### config.mk
export PLATFORM = sky130hd
export DESIGN_NAME = fpu
export DESIGN_NICKNAME = d
export VERILOG_FILES = /design/src/rtl/fpu_pkg.sv /design/src/rtl/fp_addmul_core.sv /design/src/rtl/fpu.sv
export SDC_FILE = /design/constraint.sdc
export NUM_CORES = 2
export LEC_CHECK = 0
export ABC_AREA = 1
export CORE_MARGIN = 10
export CORE_UTILIZATION = 40
export DETAILED_ROUTE_END_ITERATION = 6
export PLACE_DENSITY = 0.55
export SLEW_MARGIN = 20
export SYNTH_ARGS = -nofsm -noshare
export SYNTH_HDL_FRONTEND = slang
export SYNTH_SLANG_ARGS = --single-unit
### constraint.sdc
create_clock -name clk -period 49 [get_ports clk]
set_input_delay 9.8 -clock clk [delete_from_list [all_inputs] [get_ports clk]]
set_output_delay 9.8 -clock clk [all_outputs]
set_load 0.01 [all_outputs]
### src/rtl/fpu_pkg.sv
// fpu_pkg: shared operation encodings and binary32/binary16 constants
package fpu_pkg;
    typedef enum logic [1:0] {
        FP_ADD32 = 2'b00,
        FP_MUL32 = 2'b01,
        FP_ADD16 = 2'b10,
        FP_MUL16 = 2'b11
    } fpu_op_e;
    localparam int BIAS32 = 127;
    localparam int BIAS16 = 15;
    localparam logic [31:0] QNAN32 = 32'h7FC0_0000;
    localparam logic [31:0] INF32  = 32'h7F80_0000;
    localparam logic [15:0] QNAN16 = 16'h7E00;
    localparam logic [15:0] INF16  = 16'h7C00;
endpackage

### src/rtl/fp_addmul_core.sv
// fp_addmul_core: combinational truncating add/multiply for one IEEE-754 format
module fp_addmul_core #(
    parameter int EW = 8,
    parameter int MW = 23,
    parameter int BIAS = 127,
    parameter logic [EW+MW:0] QNAN = '0
) (
    input  logic [EW+MW:0] a,
    input  logic [EW+MW:0] b,
    input  logic           op_mul,
    output logic [EW+MW:0] res,
    output logic [3:0]     flags
);
    localparam int W = EW + MW + 1;
    localparam int XW = MW + 1;
    localparam int EX = EW + 2;
    localparam int LZW = $clog2(XW + 5);
    localparam logic [EW-1:0] EMAX = '1;
    localparam logic [EW-1:0] DLIM = EW'(XW + 2);

    logic sa, sb, za, zb, ia, ib, na, nb, swap, sl, st, s, x, done;
    logic [EW-1:0] ea, eb, el, es, d;
    logic [MW-1:0] ma, mb, m;
    logic [XW-1:0] fa, fb, fl, fs;
    logic [2*XW+1:0] shifted;
    logic [XW+3:0] lx, sx, sum, norm;
    logic [LZW-1:0] lz;
    logic [2*XW-1:0] p, pn;
    logic [EX-1:0] add_e, mul_e, e;
    logic ovf, unf;

    assign {sa, ea, ma} = a;
    assign {sb, eb, mb} = b;
    assign za = ea == '0;
    assign zb = eb == '0;
    assign ia = ea == EMAX && ma == '0;
    assign ib = eb == EMAX && mb == '0;
    assign na = ea == EMAX && ma != '0;
    assign nb = eb == EMAX && mb != '0;
    // Subnormal inputs contribute no significand, so they behave as signed zero
    assign fa = za ? '0 : {1'b1, ma};
    assign fb = zb ? '0 : {1'b1, mb};

    // The larger magnitude leads; its sign is the sign of the sum
    assign swap = {eb, mb} > {ea, ma};
    assign {sl, el, fl} = swap ? {sb, eb, fb} : {sa, ea, fa};
    assign {es, fs} = swap ? {ea, fa} : {eb, fb};
    assign d = el - es;
    assign shifted = {fs, {(XW + 2){1'b0}}} >> d;
    // Beyond the window every significand bit is lost, so only its presence survives as sticky
    assign st = (d >= DLIM) ? |fs : |shifted[XW-1:0];
    assign lx = {1'b0, fl, 3'b000};
    assign sx = {1'b0, shifted[2*XW+1:XW], st};
    assign sum = (sa ^ sb) ? lx - sx : lx + sx;

    // Leading-zero count of the raw sum drives the normalising shift
    always_comb begin
        lz = '0;
        done = 1'b0;
        for (int i = XW + 3; i >= 0; i--) begin
            if (!done && sum[i]) done = 1'b1;
            else if (!done) lz = lz + 1'b1;
        end
    end

    assign norm = sum << lz;
    assign add_e = EX'(el) + EX'(1) - EX'(lz);

    assign p = {{XW{1'b0}}, fa} * {{XW{1'b0}}, fb};
    assign pn = p[2*XW-1] ? p : p << 1;
    assign mul_e = EX'(ea) + EX'(eb) - EX'(BIAS) + EX'(p[2*XW-1]);

    assign e = op_mul ? mul_e : add_e;
    assign m = op_mul ? pn[2*XW-2:XW] : norm[XW+2:4];
    assign x = op_mul ? |pn[XW-1:0] : |norm[3:0];
    assign s = op_mul ? sa ^ sb : sl;
    assign ovf = !e[EX-1] && e[EX-2:0] >= {1'b0, EMAX};
    assign unf = e[EX-1] || e == '0;

    // Special operands take priority over the arithmetic path; overflow is never exact
    always_comb begin
        res = {s, e[EW-1:0], m};
        flags = {3'b000, x};
        if (na || nb) begin
            res = QNAN;
            flags = '0;
        end else if (op_mul ? (ia && zb) || (ib && za) : ia && ib && (sa != sb)) begin
            res = QNAN;
            flags = 4'b1000;
        end else if (ia || ib) begin
            res = {op_mul ? sa ^ sb : (ia ? sa : sb), EMAX, {MW{1'b0}}};
            flags = '0;
        end else if (op_mul ? za || zb : sum == '0) begin
            res = {op_mul ? sa ^ sb : sa & sb & za & zb, {(W - 1){1'b0}}};
            flags = '0;
        end else if (ovf) begin
            res = {s, EMAX, {MW{1'b0}}};
            flags = 4'b0101;
        end else if (unf) begin
            res = {s, {(W - 1){1'b0}}};
            flags = 4'b0011;
        end
    end
endmodule

### src/rtl/fpu.sv
// fpu: binary32/binary16 add/multiply with sticky exception flags
module fpu
    import fpu_pkg::*;
(
    input  logic        clk,
    input  logic        reset,
    input  logic [31:0] a,
    input  logic [31:0] b,
    input  logic [1:0]  FPUControl,
    output logic [31:0] Result,
    output logic [3:0]  Flags
);
    logic is_mul, is_half;
    logic [31:0] r32;
    logic [15:0] r16;
    logic [3:0] f32, f16, op_flags;

    assign is_mul = FPUControl == FP_MUL32 || FPUControl == FP_MUL16;
    assign is_half = FPUControl == FP_ADD16 || FPUControl == FP_MUL16;

    fp_addmul_core #(.EW(8), .MW(23), .BIAS(BIAS32), .QNAN(QNAN32)) u_core32 (
        .a(a), .b(b), .op_mul(is_mul), .res(r32), .flags(f32)
    );

    fp_addmul_core #(.EW(5), .MW(10), .BIAS(BIAS16), .QNAN(QNAN16)) u_core16 (
        .a(a[15:0]), .b(b[15:0]), .op_mul(is_mul), .res(r16), .flags(f16)
    );

    assign Result = is_half ? {16'h0000, r16} : r32;
    assign op_flags = is_half ? f16 : f32;

    // Accumulate exception flags every cycle until reset clears them
    always_ff @(posedge clk or negedge reset) begin
        if (!reset) Flags <= '0;
        else Flags <= Flags | op_flags;
    end
endmodule

Word level (Yosys, flattened, before mapping). Cells that the tools add are included.

Bitwise logic cells: 9. Reductions and logical operators: 138. Multiply operators: 2. Eq/ne operators: 9. Muxes and demuxes: 183. $lt $le $gt $ge: 6. Divide/modulo/power cells: 0. Shift operators: 4. Add/subtract/negate cells: 57.

Operators by type and width (number): $mux 5 (54); $mux 32 (6); $mux 4 (39); $add 5x1->5 const B (26); $mux 16 (5); $reduce_or 24->1 (3); $mux 31 (2); $logic_and 1x1->1 (59); $mux 1 (59); $add 4x1->4 const B (13); $shr 50x8->50 (1); $mul 24x24->48 (1); $mux 24 (2); $mux 47 (1); $logic_not 23->1 (2); $reduce_bool 23->1 (2); $mux 15 (3); $logic_not 1->1 (43); $mux 33 (1); $reduce_or 11->1 (3); $gt 31x31->1 (1); $logic_not 10->1 (3); $add 27x27->28 (1); $logic_not 28->1 (1); other kinds (48) (77).

RAM bits: 0. Word-level logic and storage cells: 409. Flip-flop bits (word level): 4. Input bits: 68. Output and inout port bits: 36. Memories: 0. Bits in read-only memories: 0. Latch bits: 0.

Logic depth before layout (Yosys ltp).
Word-level depth: 103. Depth in mapped cells: 178. Mapped depth without buffers: 174.

By module. From an unflattened synthesis, not the netlist that was laid out.

Cells, all modules: 6195. Area total of the unflattened synthesis: 40166.0 sq um.

By module, submodules not included: fp_addmul_core (u_core32) (cells an instance 4546, area each 30189.0 sq um, times used 1, sequential area each 0.0 sq um); fp_addmul_core (u_core16) (cells an instance 1541, area each 9435.3 sq um, times used 1, sequential area each 0.0 sq um); fpu (cells an instance 108, area each 541.8 sq um, times used 1, sequential area each 100.1 sq um).

Worst setup path before layout. No wires, ideal clock.

Path kind: input-to-output. Start point: in a[29]. End point: out Result[17]. Arrival time: 31031 ps. Buffers on the path: 4. Stages: 167. Required time: 39200 ps. Path slack: 8169 ps. Cell sequence: inv_1 > ha_1 > buf_2 > nand2_1 > inv_2 > nand4_1 > nor3_1 > nand3_2 > nand3_1 > nand3_1 > ha_1 > a21o_1 > nand2_1 > o211ai_1 > a21boi_1 > o21ai_1 > xor2_1 > nand2_1 > [... 131 more ...] > inv_1 > o31ai_1 > inv_1 > nor2_1 > nor3_1 > inv_1 > nor2_1 > nor3_1 > a221oi_1 > o21ai_0 > nand3_1 > inv_1 > nor2_1 > nand2_1 > clkinv_1 > o21ai_0 > a21o_1 > a21oi_1.

Cells in the longest elaborated chain, start to end: 101. Elaborated cells between the ends (all ways): 213. Classes of those cells: 35 x add/sub; 1 x mul; 3 x order compare; 1 x eq/ne; 2 x shift; 99 x mux; 72 x reduce/logical.

RTL lines: start: declaration (RTL line fpu.sv:7) `input logic [31:0] a,`; parallel branches: the longest is 99 deep, another holds $gt 31x31->1; $mux 32 (*) (RTL line fp_addmul_core.sv:84) `if (na || nb) begin`; $mux 32 (*) (RTL line fpu.sv:29) `assign Result = is_half ? {16'h0000, r16} : r32;`; end: declaration (RTL line fpu.sv:10) `output logic [31:0] Result,`.

Every way passes the cells marked *.

Final worst setup path.
Start point: in a[5]. End point: out Result[17].

Cells in the longest elaborated chain, start to end: 101. Elaborated cells between the ends (all ways): 209. Classes of those cells: 33 x add/sub; 1 x mul; 3 x order compare; 2 x shift; 99 x mux; 71 x reduce/logical.

RTL lines (RTL line): parallel branches: the longest is 99 deep, another holds $gt 31x31->1; $mux 32 (*) (fp_addmul_core.sv:84); $mux 32 (*) (fpu.sv:29).

Marks and branches as above.

==> impl_metrics.ini <==
[yosys]
synth_cells = 5803
netlist.top_cell.by_area = fa_1
postSynthAreaPerCell_um2 = 6.63
synth_top_family_by_area = adder cells
yosysTopAreaCellShare = 0.296
ys_seq_area_frac = 0.00260
yosysMostFrequentCell = nand2_1
muxShareOfSynthArea = 0.00185
synth_compound_area_frac = 0.110
synthAdderAreaFrac = 0.428
synth.area.top_cells = fa_1 30%, nand2_1 13%, ha_1 13%, inv_1 11%, nor2_1 5.6%
syn_nets = 6845
ys.flop_type = dfrtp_1
synth_area_um2 = 38500
synth_xor_area_frac = 0.0309
synthSimpleGateAreaFrac = 0.280
synth_edf_count = 0
netlist_top_cells_count = 1375 x nand2_1, 1132 x inv_1, 573 x nor2_1
ys_warn_count = 0
synth_seq_cells = 4
yosys.cell_types.count = 78
async_reset_ff_frac = 1.00

[timing]
hold_viol_final = 0
post-route-min-period_ps = 46060
relSlewSlack = 0.296
rsz0062_at_grt = no
finalSetupViolations = 0
tightest_slew_ps = 1040
max_freq_mhz = 21.7
tns_ps = 0
finalCritPeriodShare = 0.940
finalClockSkew_ps = 0
slew_violations = 0

[placement]
placed_area_um2 = 40600
place.gp.congestion = 0.975
io_buffers = 103
dp_hpwl_um = 116000

[hold_path]
min_path_cells = 2
holdCritStartpoint = Flags[0]
hold_class = register to register
hold_end = Flags[0]

[finish]
fill_cells = 10300
largest-register = Flags
largest_register_ffs = 4
fin_area_um2 = 40700
reg_top3 = Flags (4)
drive_gt1_frac = 0.0454
final_nets = 6819
syn_to_final_growth_pct = 5.72

[die]
die_area_um2 = 109000
core_area_um2 = 95200
die_x_um = 330
die_y_um = 330
start_util = 0.404
row_count = 113
num_io_pins = 104

[routing]
drtAntennaViolNets = 0
route.vias.total = 37400
drt_drc_violations_left = 0
avgViaCountPerCell = 5.31
post_drt_wl_per_cell_um = 20.3
drtIter0Drc = 3365
routed_wl_um = 143000
firstDrtPassIters = 6

[global_routing]
antenna_found_initial = 5
globalRouteOverflowTotal = 0
grt_pass1_wl_um = 222000
gr-usage-all-layers = 0.260
grt_max_degree = 103
grt_pass1_vias = 37500

[clocking]
cts_root_buf = clkbuf_16
clock_path_buffers = 2
cts_tree = done
clock_latency_ps = 220
cts_buffers = 3
postCtsHoldBufs = 0
clkTransAtPathRegs_ps = 30
clock_sinks = 4
h-tree-depth = 1

[setup_path]
r2r_slack_ps = 48180
r2r_cells = 2
cp-start-kind = input port
crit_type = input port to primary output
end_kind = primary output
r2r_start = Flags[3]
max_stage_delay_ps = 770
cpMostUsedCell = nand2_1
arrival_ps = 36260
slowest_stage = clkdlybuf4s50_1
r2r_end = Flags[3]
worstPathRequired_ps = 39200
path_max_fanout = 51
cp-startpoint = a[5]

[run]
cap_violations = 0

[run_status]
outcome = finished clean
## stage by stage
stage	hold WS, ps	utilization	setup slack (ps)	instances
finish	490	0.427	2940	7042
global route	530	0.427	43.7	7042
CTS	500	0.427	2640	7039
detailed placement	493	0.426	2750	7036
global placement	480	0.426	3450	7036
floorplan	506	-	8170	5803
## critical path, delay by kind of cell
| family | cells | cell delay (ps) |
|---|---|---|
| compound gates | 42 | 6220 |
| xor+xnor | 1 | 310 |
| fa+ha+maj | 29 | 8310 |
| buf+inv | 34 | 4100 |
| mux | 1 | 90 |
| simple gates | 58 | 7390 |
## logic make-up after synthesis
logic type | Yosys count
buffers and inverters | 1396
flip-flops | 4
AO/OA/AOI/OAI | 756
XOR/XNOR | 134
AND/OR/NAND/NOR | 2532
adder cells (fa/ha/maj) | 974
multiplexers | 7
## cell usage in the layout (no fill, tap or decap), types with 9 or more instances in the layout
| cell | n |
|---|---|
| clkdlybuf4s50_1 | 102 |
| nand3_1 | 341 |
| ha_1 | 405 |
| inv_1 | 1132 |
| a21o_1 | 9 |
| nand2_2 | 33 |
| nor2_1 | 550 |
| o21ai_0 | 303 |
| nor2_4 | 18 |
| a21oi_1 | 212 |
| fa_1 | 568 |
| nor4_1 | 22 |
| o31ai_1 | 9 |
| xor2_1 | 97 |
| o211ai_1 | 30 |
| nor2_2 | 28 |
| o21bai_1 | 27 |
| nand2_4 | 12 |
| or2_2 | 15 |
| nand3_2 | 14 |
| inv_2 | 32 |
| a31oi_1 | 22 |
| buf_4 | 72 |
| nor3_1 | 35 |
| clkinv_1 | 18 |
| o22ai_1 | 22 |
| nand2_1 | 1375 |
| nand4_1 | 66 |
| o21ai_1 | 65 |
| xnor2_1 | 33 |
## per-layer routing
metal	vias up	global-route usage	routed length [um]
met5	-	0	24
met4	4	0.0619	4250
li1	17900	-	-
met2	1326	0.419	62700
met3	212	0.0510	12600
met1	18000	0.356	63200
## what timing repair did
action / in CTS / in global routing
setup buffers: 0 / 0
resized for setup: 0 / 3
endpoints found under the setup margin: 0 / 23
## area by class of cell
class | instances | area (um2) | area share
multi-input combinational | 4404 | 32800 | 0.808
sequential | 4 | 100 | 0.00246
timing repair buffer | 175 | 1570 | 0.0385
antenna | 2 | 5.00 | 0.000123
tap | 1265 | 1580 | 0.0389
clock buffer | 3 | 75.1 | 0.00185
inverter | 1189 | 4480 | 0.110
## worst max-delay path by stage
stage                       to  slack [ps]  cells past startpoint
finish              Result[17]        2940                    165
global route        Result[17]          40                    165
CTS                 Result[17]        2640                    161
detailed placement  Result[17]        2750                    161
global placement    Result[17]        3450                    161
floorplan           Result[17]        8170                    167
Power is not shown: default switching activity piles up to over one toggle a cycle in this logic, so the estimate is an artifact.
